### src/rtl/muldiv_unit_pkg.sv
// Shared definitions for the MIPS multiply/divide unit: op codes, FSM states
// and the sign/boundary fix-up record latched at launch.
package muldiv_defs;

  typedef enum logic [1:0] {
    MD_MULT  = 2'b00,
    MD_MULTU = 2'b01,
    MD_DIV   = 2'b10,
    MD_DIVU  = 2'b11
  } md_op_e;

  typedef enum logic {
    S_IDLE = 1'b0,
    S_RUN  = 1'b1
  } md_state_e;

  // Post-processing applied to the unsigned core result when the op retires
  typedef struct packed {
    logic is_div;
    logic neg_hi;
    logic neg_lo;
    logic div0;
  } md_fix_t;

endpackage

### src/rtl/muldiv_unit_if.sv
// Issue/result bundle between the pipeline and the multiply/divide unit.
interface muldiv_unit_if #(
  parameter int unsigned WIDTH = 32
);

  logic             start;
  logic [1:0]       op;
  logic [WIDTH-1:0] busA;
  logic [WIDTH-1:0] busB;
  logic             hi_we;
  logic             lo_we;
  logic [WIDTH-1:0] hi_out;
  logic [WIDTH-1:0] lo_out;
  logic             busy;
  logic             done;

  modport master (
    output start, op, busA, busB, hi_we, lo_we,
    input  hi_out, lo_out, busy, done
  );

  modport slave (
    input  start, op, busA, busB, hi_we, lo_we,
    output hi_out, lo_out, busy, done
  );

endinterface

### src/rtl/muldiv_core.sv
// Unsigned iterative datapath: shift-add multiply or restoring divide, one bit
// per cycle, with the iteration counter. Exposes the next-step result combinationally.
module muldiv_core #(
  parameter int unsigned WIDTH = 32
) (
  input  logic             clock,
  input  logic             reset,
  input  logic             load,
  input  logic             run,
  input  logic             is_div,
  input  logic [WIDTH-1:0] opa,
  input  logic [WIDTH-1:0] opb,
  output logic [WIDTH-1:0] nxt_hi_c,
  output logic [WIDTH-1:0] nxt_lo_c,
  output logic             last_c
);

  localparam int unsigned CW = $clog2(WIDTH);

  logic [WIDTH-1:0] hi_q;
  logic [WIDTH-1:0] lo_q;
  logic [WIDTH-1:0] d_q;
  logic [CW-1:0]    cnt_q;
  logic             div_q;

  logic [WIDTH:0]   sum_c;
  logic [WIDTH:0]   sh_c;
  logic             ge_c;

  // Multiply: hi=partial product, lo=multiplier; divide: hi=remainder, lo=dividend/quotient
  always_ff @(posedge clock) begin
    if (reset) begin
      hi_q  <= '0;
      lo_q  <= '0;
      d_q   <= '0;
      cnt_q <= '0;
      div_q <= 1'b0;
    end else if (load) begin
      hi_q  <= '0;
      lo_q  <= is_div ? opa : opb;
      d_q   <= is_div ? opb : opa;
      cnt_q <= '0;
      div_q <= is_div;
    end else if (run) begin
      hi_q  <= nxt_hi_c;
      lo_q  <= nxt_lo_c;
      cnt_q <= cnt_q + CW'(1);
    end
  end

  always_comb begin
    sum_c    = {1'b0, hi_q} + (lo_q[0] ? {1'b0, d_q} : '0);
    sh_c     = {hi_q, lo_q[WIDTH-1]};
    ge_c     = (sh_c >= {1'b0, d_q});
    nxt_hi_c = sum_c[WIDTH:1];
    nxt_lo_c = {sum_c[0], lo_q[WIDTH-1:1]};
    if (div_q) begin
      // Remainder never exceeds WIDTH bits, including the divide-by-zero case
      nxt_hi_c = ge_c ? WIDTH'(sh_c - {1'b0, d_q}) : sh_c[WIDTH-1:0];
      nxt_lo_c = {lo_q[WIDTH-2:0], ge_c};
    end
  end

  assign last_c = (cnt_q == CW'(WIDTH - 1));

endmodule

### src/rtl/muldiv_unit.sv
// MIPS MULT/MULTU/DIV/DIVU unit with architectural HI/LO. Handles sign
// magnitudes, FSM and HI/LO; the unsigned iteration lives in muldiv_core.
module muldiv_unit
  import muldiv_defs::*;
#(
  parameter int unsigned WIDTH = 32
) (
  input  logic          clock,
  input  logic          reset,
  muldiv_unit_if.slave  bus
);

  md_state_e        state_q, state_n;
  logic             busy_q, busy_n;
  logic             done_q, done_n;
  logic [WIDTH-1:0] hi_q, hi_n;
  logic [WIDTH-1:0] lo_q, lo_n;
  md_fix_t          fix_q, fix_c;
  logic [WIDTH-1:0] a_raw_q;

  logic             load_c;
  logic             run_c;
  logic             is_div_c;
  logic             signed_c;
  logic             sa_c;
  logic             sb_c;
  logic [WIDTH-1:0] mag_a_c;
  logic [WIDTH-1:0] mag_b_c;
  logic [WIDTH-1:0] core_hi_c;
  logic [WIDTH-1:0] core_lo_c;
  logic             core_last_c;
  logic [2*WIDTH-1:0] prod_c;

  // Launch-time decode: magnitudes into the core, sign fix-up recorded for retirement
  always_comb begin
    is_div_c = (bus.op == MD_DIV) || (bus.op == MD_DIVU);
    signed_c = (bus.op == MD_MULT) || (bus.op == MD_DIV);
    sa_c     = signed_c & bus.busA[WIDTH-1];
    sb_c     = signed_c & bus.busB[WIDTH-1];
    mag_a_c  = sa_c ? -bus.busA : bus.busA;
    mag_b_c  = sb_c ? -bus.busB : bus.busB;
    fix_c.is_div = is_div_c;
    fix_c.div0   = is_div_c && (bus.busB == '0);
    fix_c.neg_lo = sa_c ^ sb_c;
    fix_c.neg_hi = is_div_c ? sa_c : (sa_c ^ sb_c);
  end

  muldiv_core #(.WIDTH(WIDTH)) u_core (
    .clock    (clock),
    .reset    (reset),
    .load     (load_c),
    .run      (run_c),
    .is_div   (is_div_c),
    .opa      (mag_a_c),
    .opb      (mag_b_c),
    .nxt_hi_c (core_hi_c),
    .nxt_lo_c (core_lo_c),
    .last_c   (core_last_c)
  );

  always_ff @(posedge clock) begin
    if (reset) begin
      state_q <= S_IDLE;
      busy_q  <= 1'b0;
      done_q  <= 1'b0;
      hi_q    <= '0;
      lo_q    <= '0;
      fix_q   <= '0;
      a_raw_q <= '0;
    end else begin
      state_q <= state_n;
      busy_q  <= busy_n;
      done_q  <= done_n;
      hi_q    <= hi_n;
      lo_q    <= lo_n;
      if (load_c) begin
        fix_q   <= fix_c;
        a_raw_q <= bus.busA;
      end
    end
  end

  // Next state, HI/LO update and retirement fix-up
  always_comb begin
    state_n = state_q;
    busy_n  = 1'b0;
    done_n  = 1'b0;
    hi_n    = hi_q;
    lo_n    = lo_q;
    load_c  = 1'b0;
    run_c   = 1'b0;
    prod_c  = {core_hi_c, core_lo_c};
    if (fix_q.neg_hi) begin
      prod_c = -prod_c;
    end
    case (state_q)
      S_IDLE: begin
        if (bus.start) begin
          load_c  = 1'b1;
          busy_n  = 1'b1;
          state_n = S_RUN;
        end else begin
          if (bus.hi_we) hi_n = bus.busA;
          if (bus.lo_we) lo_n = bus.busA;
        end
      end
      S_RUN: begin
        run_c  = 1'b1;
        busy_n = 1'b1;
        if (core_last_c) begin
          state_n = S_IDLE;
          busy_n  = 1'b0;
          done_n  = 1'b1;
          if (!fix_q.is_div) begin
            {hi_n, lo_n} = prod_c;
          end else if (fix_q.div0) begin
            hi_n = a_raw_q;
            lo_n = '1;
          end else begin
            lo_n = fix_q.neg_lo ? -core_lo_c : core_lo_c;
            hi_n = fix_q.neg_hi ? -core_hi_c : core_hi_c;
          end
        end
      end
      default: state_n = S_IDLE;
    endcase
  end

  assign bus.hi_out = hi_q;
  assign bus.lo_out = lo_q;
  assign bus.busy   = busy_q;
  assign bus.done   = done_q;

endmodule

### src/flat_wrapper.sv
// flat-port wrapper written by rule: the top's interface ports become plain ports
module muldiv_unit_flat import muldiv_defs::*;
#(
  parameter int unsigned WIDTH = 32
)
  (clock, reset, bus_start, bus_op, bus_busA, bus_busB, bus_hi_we, bus_lo_we, bus_hi_out, bus_lo_out, bus_busy, bus_done);
  muldiv_unit_if #(.WIDTH(WIDTH)) bus_i ();
  input  logic clock;
  input  logic reset;
  input wire logic [$bits(bus_i.start)-1:0] bus_start;
  input wire logic [$bits(bus_i.op)-1:0] bus_op;
  input wire logic [$bits(bus_i.busA)-1:0] bus_busA;
  input wire logic [$bits(bus_i.busB)-1:0] bus_busB;
  input wire logic [$bits(bus_i.hi_we)-1:0] bus_hi_we;
  input wire logic [$bits(bus_i.lo_we)-1:0] bus_lo_we;
  output wire logic [$bits(bus_i.hi_out)-1:0] bus_hi_out;
  output wire logic [$bits(bus_i.lo_out)-1:0] bus_lo_out;
  output wire logic [$bits(bus_i.busy)-1:0] bus_busy;
  output wire logic [$bits(bus_i.done)-1:0] bus_done;
  assign bus_i.start = bus_start;
  assign bus_i.op = bus_op;
  assign bus_i.busA = bus_busA;
  assign bus_i.busB = bus_busB;
  assign bus_i.hi_we = bus_hi_we;
  assign bus_i.lo_we = bus_lo_we;
  assign bus_hi_out = bus_i.hi_out;
  assign bus_lo_out = bus_i.lo_out;
  assign bus_busy = bus_i.busy;
  assign bus_done = bus_i.done;
  muldiv_unit #(.WIDTH(WIDTH)) u_core (.clock(clock), .reset(reset), .bus(bus_i));
endmodule
### config.mk
export PLATFORM = sky130hd
export DESIGN_NAME = muldiv_unit_flat
export DESIGN_NICKNAME = d
export VERILOG_FILES = /design/src/rtl/muldiv_unit_pkg.sv /design/src/rtl/muldiv_unit_if.sv /design/src/rtl/muldiv_core.sv /design/src/rtl/muldiv_unit.sv /design/src/flat_wrapper.sv
export SDC_FILE = /design/constraint.sdc
export NUM_CORES = 1
export LEC_CHECK = 0
export CAP_MARGIN = 20
export CORE_ASPECT_RATIO = 1.25
export CORE_MARGIN = 1.5
export CORE_UTILIZATION = 30
export DETAILED_ROUTE_END_ITERATION = 16
export DONT_BUFFER_PORTS = 1
export PLACE_DENSITY = 0.51
export SYNTH_ARGS = -nofsm -noshare
export SYNTH_HDL_FRONTEND = slang
export SYNTH_SLANG_ARGS = --single-unit
### constraint.sdc
create_clock -name clock -period 7.9 [get_ports clock]
set_clock_uncertainty 0.15 [all_clocks]
set_input_delay 2.37 -clock clock [delete_from_list [all_inputs] [get_ports clock]]
set_output_delay 2.37 -clock clock [all_outputs]
set_load 0.03 [all_outputs]
==> results list, run 1 <==
- The flow ran to the end, and the final reports show no timing, DRC or antenna violations.
- A synthesized cell averages around 7.1 um2.
* Xor-xnor portion of the synthesized cell area: under 10%
- Yosys printed 0 warnings.
- CP Data Arrival Time: 6650 ps
- Adding up every negative setup slack in the final design gives 0 ps.
- The top cell types in the final layout, fill and taps aside, are sky130_fd_sc_hd__nand2_1, sky130_fd_sc_hd__nor2_1, sky130_fd_sc_hd__a21oi_1.
- During I/O placement, the number of pins put on the boundary was between 100 and 150.
- In the routed layout, each cell is associated on average with a via count of slightly above 6.
- For this run, the share of the core covered by cells in the final layout is about a third.
- Count of buffers added by post-CTS timing repair for setup: 0
- Setup violations remaining at the end of the flow were counted as 0.
* Detailed-route via count: about 20000
* Cell type of the slowest stage on the worst timing path: sky130_fd_sc_hd__nor2_1
- The number of antenna violations at the first check in global routing came to 0.
- Port Buf Inserts: 0
- Max frequency: about 160 MHz
- Of the total power, the share spent switching nets is about two fifths.
* Synthesized-area fraction occupied by and/or/nand/nor cells: around a quarter
* Detailed placement HPWL: slightly below 70000 um
- The total count of max-transition violations in the final report is 0.
- Max-cap violations in this run came to 0.
- The critical path goes through ha_1 -> and3_4 -> nor4b_2 -> a311oi_2 -> a32o_1 -> nand2_8 -> nor2_1 -> o21bai_1 -> ha_1 -> o21ai_0 -> nand2b_1 -> nor2_1 -> nand4_1 -> or3_1 -> o21ai_0 -> xor2_1 -> a221oi_1 -> nor3_1 -> nor3_1.
- The floorplan step set the die height to roughly 280 um.
- Antenna Cells: 0
- Via count of the first global-routing pass: approximately 19000
- First-pass GRT wire length: 130000 um
- RSZ-0062 raised after global routing: no
- Cells with a size suffix above 1 make up between 5 and 6% of the layout.
* Top flip-flop cell by instance count after synthesis: sky130_fd_sc_hd__dfxtp_1
- Fraction of registers with async set or reset after synthesis: 0%
- Count of mapped cells out of synthesis: 2603
- Combinational Power Share: 32.2%
* Leading cell type in the layout, fill and taps excluded: sky130_fd_sc_hd__nand2_1
* Post-cts gate resize count: 0
- After synthesis, flip-flops and latches occupy between 20 and 25% of the total area.
- VDD IR-drop max: around 0.16 mV
* Hold slack final: just over 300 ps
- Internal power: about 2.1 mW
* Number of buffers between clock root and the deepest sink: 3
* Number of synthesized register bits: 203
- Of the total power, registers draw around 34%.
- Once detail routing completed, the nets flagged for antenna violations numbered 0.
* Placed Cells incl. Taps: between 3000 and 4000
- Net switching power: 1.47 mW
- Multiplexer cells account for about 3.9% of the synthesized area.
- Compound-gate portion of the synthesized area: between 30 and 40%
- Highest cell delay on the worst timing path: between 500 and 600 ps
- Share of the cycle needed by the critical path after routing: between 70% and 80%
* Routed length per placed instance: between 20 and 30 um
* Number of enable flip-flop cells after synthesis: 0
* Dominant combinational cell family by area after synthesis: compound AO/OA/AOI/OAI gates
* Final non-filler cell area: around 20000 um2
- The first detailed-routing pass took 5 iterations.
- The synthesized netlist devotes 4.93% of its cell area to adder and majority cells.
* Overall power of the completed layout: 3.61 mW
* Post-layout minimum cycle time: between 6000 and 7000 ps
* Non-filler cells, final: around 3300
- The clock reaches the later pin of the worst-skew pair after 590 ps.
* CTS tree: built
- The net count of the finished layout is ~2600.
* Die boundary width: around 230 um
- Cell chosen for the clock root: sky130_fd_sc_hd__clkbuf_16
- CTS buffer count: 25
- Across every metal layer, demand over resource in global routing totals around 28%.
- Once the floorplan was initialized, standard cells occupied a little under a third of the core.
* CP required: around 8300 ps
- The analysis attributes to cell leakage a power of 7.07 nW.
- Routed wire length: a little under 90000 um
- Hold repair after CTS inserted 0 buffers.
* Post-Synthesis Cell Area: about 19000 um2
* Total core area: about 60000 um2
* Pin count of the biggest net entering global routing: between 150 and 200
- The worst setup path is launched from a flip-flop.
- For the pin with the worst max-slew slack, the measured transition is between 1000 and 1500 ps.
* Relative slew slack: between 10% and 20%
- The worst setup path is captured at a flip-flop.
- The area growth from synthesis to layout is 6.80%.
- Top fanout value on the critical path: 35
* Total congestion overflow after global routing: 0
* Cell depth of the worst hold path: 2
- Worst Setup Slack post-DPL: between 1500 and 2000 ps
- Counting cells, the worst reg-to-reg path comes to 19.
- PwrDens: between 150 and 200 nW/um2
- Path type of the worst min-delay path: flip-flop to flip-flop
* Clock network fraction of design power: 33.7%
* Drt drc: 0
- The congestion estimate from routability-driven global placement came to 1.00.
* Placed cell area: 19000 um2
* Number of DRC markers in iteration 0: 1896
- The netlist uses 96 different library cells.
- CTS built an H-tree with a depth of 1.
- The floorplan step defined a die boundary enclosing about 63000 um2.
* Number of hold-slack violations in the final timing report: 0
* Kind of critical path: flip-flop to flip-flop
- After clock tree synthesis, the clock-pin slew on the worst setup and hold paths is roughly 70 ps.
* Post-route setup slack: ~1600 ps
- # clock sinks: approximately 200
* Floorplan row count: 101
* Syn Nets: roughly 2700
area by class of cell:
class                           count  area [um2]
Fill cell                        6690       41100
Multi-Input combinational cell   2106       13300
Sequential cell                   203        4070
Tap cell                          824        1030
Clock buffer                       30         654
Timing Repair Buffer               40         307
Inverter                           70         263
Clock inverter                     15         164
Yosys cell counts, drive strengths merged, types with 28 or more instances:
cell | number | share of area [%]
buf | 57 | 1.6
a21oi | 229 | 6.2
nand3 | 41 | 1.1
dfxtp | 203 | 22
mux2i | 62 | 3.3
xor2 | 66 | 3.1
o21ai | 139 | 3.8
ha | 70 | 4.7
nand4 | 36 | 1.2
a311oi | 40 | 2.2
and2 | 45 | 1.5
nand2 | 340 | 7.0
nor3 | 83 | 2.2
xnor2 | 114 | 5.4
inv | 68 | 1.4
o211ai | 50 | 2.1
a21o | 28 | 1.1
a211oi | 104 | 4.2
clkbuf | 167 | 3.4
nor2 | 266 | 5.4
worst paths after layout:
| check | from | endpoint | slack (ps) |
|---|---|---|---|
| setup / recovery | u_core.u_core.hi_q[4] | u_core.bus.lo_out[26] | 1620 |
| hold / removal | u_core.a_raw_q[13] | u_core.a_raw_q[13] | 310 |
| setup reg to reg | u_core.u_core.hi_q[4] | u_core.bus.lo_out[26] | 1620 |
| hold reg to reg | u_core.a_raw_q[13] | u_core.a_raw_q[13] | 310 |
layer usage:
layer / up-vias / global-route usage, % / part of all wire (%)
met1: 9718 / 31.5 / 38
met3: 236 / 3.68 / 6.0
met5: - / 0 / 0
met4: 0 / 18.4 / 7.6
li1: 9183 / - / -
met2: 890 / 47.8 / 48
logic make-up after synthesis:
group           Yosys count
mux                      71
flops                   203
fa+ha+maj                72
xor+xnor                180
compound gates          822
buf+inv                 294
simple gates            961
registers in the layout (all words and copies together) (netlist names):
name,count
u_core.bus.done,1
u_core.a_raw_q,32
u_core.u_core.d_q,32
u_core.fix_q,4
u_core.u_core.lo_q,32
u_core.u_core.hi_q,32
u_core.bus.hi_out,32
u_core.state_q,1
u_core.bus.lo_out,32
u_core.u_core.cnt_q,5
power by group through the flow:
stage | Sequential, mW | Combinational (mW) | Clock, mW
6_report | 1.23 | 1.16 | 1.22
4_1_cts | 1.22 | 1.14 | 1.23
3_3_place_gp | 1.24 | 1.13 | 0
2_1_floorplan | 1.18 | 0.865 | 0
5_1_grt | 1.23 | 1.24 | 1.26
3_5_place_dp | 1.25 | 1.13 | 0
worst max-delay path: cells and delay by family, from the launching register on:
kind / cells / cell delay (ps)
adder cells (fa/ha/maj): 2 / 600
XOR/XNOR: 1 / 90
AO/OA/AOI/OAI: 6 / 1910
flip-flops: 1 / 480
AND/OR/NAND/NOR: 10 / 2960
Power figures use the tool's default switching activity.
==> run 2: changes to the inputs <==
clock period = 6.2 ns   (was 7.9 ns; I/O delays follow)
==> results list, run 2 (synthesis results as in run 1) <==
* Cell type of the slowest stage on the worst timing path: sky130_fd_sc_hd__nor4b_2
* Detailed placement HPWL: 67200 um (-0.68%)
- The fraction of final layout cells sized beyond drive strength 1 is 7.15% (+1.4 points).
* Part of the total power dissipated in sequential elements: 32.2% (-1.8 points)
- Pin count of the biggest net entering global routing: 171 (unchanged)
- The post-placement worst setup slack is 504 ps (-1250 ps).
- Number of DRC markers in iteration 0: 1904 (+0.42%)
* Combined global-route utilization of all metal layers: 27.3% (-0.29 points)
* Antenna Cells: 0 (unchanged)
- The post-detailed-route DRC marker count came to 0 (unchanged).
- The top-level I/O count is 137 (unchanged).
* Share of the cycle needed by the critical path after routing: 94.4% (+15 points)
- Number of antenna violations at the first check in global routing: 3 (+3)
* Non-filler cells, final: 3329 (+1.2%)
* Aggregate negative setup slack: 0 ps (unchanged)
- The design area came to 20300 um2 (+2.2%).
* Detailed-route via count: 20000 (+0.080%)
- Switching part of the total: 38.1% (-2.6 points)
* Static leakage: 7.35 nW (+3.9%)
- The routed length per instance was 26.5 um (-2.6%).
- The global-route wire length before repair is 130000 um (-0.66%).
* CTS tree: built
- Placed Cells incl. Taps: 3279 (+1.1%)
* Relative slew slack: 16.6% (-0.14 points)
- Result of the run: finished clean
- The total power divided by cell area was 239 nW/um2 (+31%).
- The number of rows in the core area is 101 (unchanged).
- Internal power: 3.00 mW (+40%)
- The number of H-tree levels came to 1 (unchanged).
- The die width was 225 um (unchanged).
* Startpoint type of the worst setup path: flip-flop
- Ratio of routed vias to standard cells: 6.02 (-1.2%)
* Post-layout net count: 2627 (+1.5%)
* Kind of critical path: flip-flop to flip-flop
- Leading cell type in the layout, fill and taps excluded: sky130_fd_sc_hd__nand2_1
- Post-route setup slack: 347 ps (-1270 ps)
- The fraction of power consumed by the clock network is 36.6% (+2.9 points).
- Residual antenna-violating net count after detailed routing: 0 (unchanged)
- CP required: 6530 ps (-1740 ps)
* Initial Utilization: 30.5% (unchanged)
- GP Congestion: 0.999 (-0.21%)
* Combinational Power Share: 31.2% (-1.0 points)
- The first-pass detailed-route iteration total was 6 (+1).
- Highest-count cells in the layout ignoring fill and taps: sky130_fd_sc_hd__nand2_1, sky130_fd_sc_hd__nor2_1, sky130_fd_sc_hd__a21oi_1
- Final-report max-slew violation count: 0 (unchanged)
- The via count of the first global-routing pass was 19400 (+1.5%).
- The die outline area was 63400 um2 (unchanged).
* Hold bufs inserted after CTS: 0 (unchanged)
- The worst hold path belongs to the class flip-flop to flip-flop.
- Max frequency: 171 MHz (+7.3%)
- Number of buffers between clock root and the deepest sink: 3 (unchanged)
- Placed cell area: 19300 um2 (+1.5%)
- CP Data Arrival Time: 6180 ps (-470 ps)
- The clock latency of the later-clocked register in the worst-skew pair came to 590 ps (about the same).
- Count of buffers added by post-CTS timing repair for setup: 0 (unchanged)
- Layout Area Growth over Synthesis: 9.15%
* Total congestion overflow after global routing: 0 (unchanged)
- The peak supply drop was 0.215 mV (+34%).
- Post-layout minimum cycle time: 5850 ps (-427 ps)
- The overall die height is 281 um (unchanged).
* Routed wire length: 88200 um (-1.4%)
- Worst setup EP type: flip-flop
- Filler cells: 6648 (-0.63%)
* Cell chosen for the clock root: sky130_fd_sc_hd__clkbuf_16
- The critical-path maximum fanout was 9 (-74%).
- Sequence of cells on the critical path: inv_1 -> ha_1 -> nand4_1 -> nor4b_2 -> a311oi_2 -> a32o_1 -> nand3_1 -> a31o_1 -> ha_1 -> nand2_1 -> or4_1 -> o311ai_0 -> and4_1 -> nand4_1 -> nor2_1 -> a31oi_1 -> mux2i_1 -> a311oi_1
- Max Cap Violations: 0 (unchanged)
- # clock sinks: 203 (unchanged)
- Port Buf Inserts: 0 (unchanged)
* CTS buffer count: 27 (+8.0%)
- The clock transition at the registers of the reported paths came to 60 ps (about the same).
* RSZ-0062 raised after global routing: no
- Net switching power: 1.84 mW (+26%)
- Transition time at the pin with the least slew margin: 1250 ps (+13.2 ps)
- Total core area: 60900 um2 (unchanged)
- The post-cts gate resize count is 0 (unchanged).
- The maximum single-stage delay on the critical path is 580 ps (about the same).
- Final count of negative-setup-slack endpoints: 0 (unchanged)
- Number of hold-slack violations in the final timing report: 0 (unchanged)
run 2: power by group through the flow:
stage               Sequential, mW  Clock (mW)  Combinational, mW
CTS                           1.55        1.80               1.48
finish                        1.56        1.77               1.51
detailed placement            1.58           0               1.47
global placement              1.58           0               1.47
global route                  1.57        1.84               1.62
floorplan                     1.50           0               1.10
run 2: metrics by stage:
step	hold slack, ps	total power, mW	util (%)
floorplan	281	2.61	-
global placement	287	3.05	31.7
detailed placement	291	3.06	31.7
CTS	300	4.83	33.3
global route	322	5.03	33.3
finish	303	4.84	33.3
run 2: critical path, delay by kind of cell (launching register included):
family	cells	cell delay (ps)
DFF	1	360
muxes	1	150
adders and majority gates	2	700
and+or+nand+nor	8	2710
buffers and inverters	1	50
AOI/OAI and AO/OA	6	1580
run 2: area by class of cell:
class,instances,area [um2],area share [%]
Multi-Input combinational cell,2106,13300,65.8
Clock buffer,42,823,4.06
Sequential cell,203,4070,20.1
Clock inverter,8,158,0.778
Timing Repair Buffer,76,583,2.88
Inverter,70,263,1.30
Tap cell,824,1030,5.09
run 2: final timing paths:
| kind | from | endpoint | slack, ps | depth (start not counted) |
|---|---|---|---|---|
| setup / recovery | u_core.u_core.d_q[19] | u_core.bus.hi_out[28] | 350 | 18 |
| hold / removal | u_core.a_raw_q[12] | u_core.a_raw_q[12] | 300 | 2 |
| setup reg to reg | u_core.u_core.d_q[19] | u_core.bus.hi_out[28] | 350 | 18 |
| hold reg to reg | u_core.a_raw_q[12] | u_core.a_raw_q[12] | 300 | 2 |
run 2: per-layer routing:
layer / global-route usage (%) / part of all wire, %
met1: 30.1 / 37
met2: 47.9 / 49
met3: 5.23 / 6.7
met4: 17.2 / 7.2
met5: 0 / 0.022
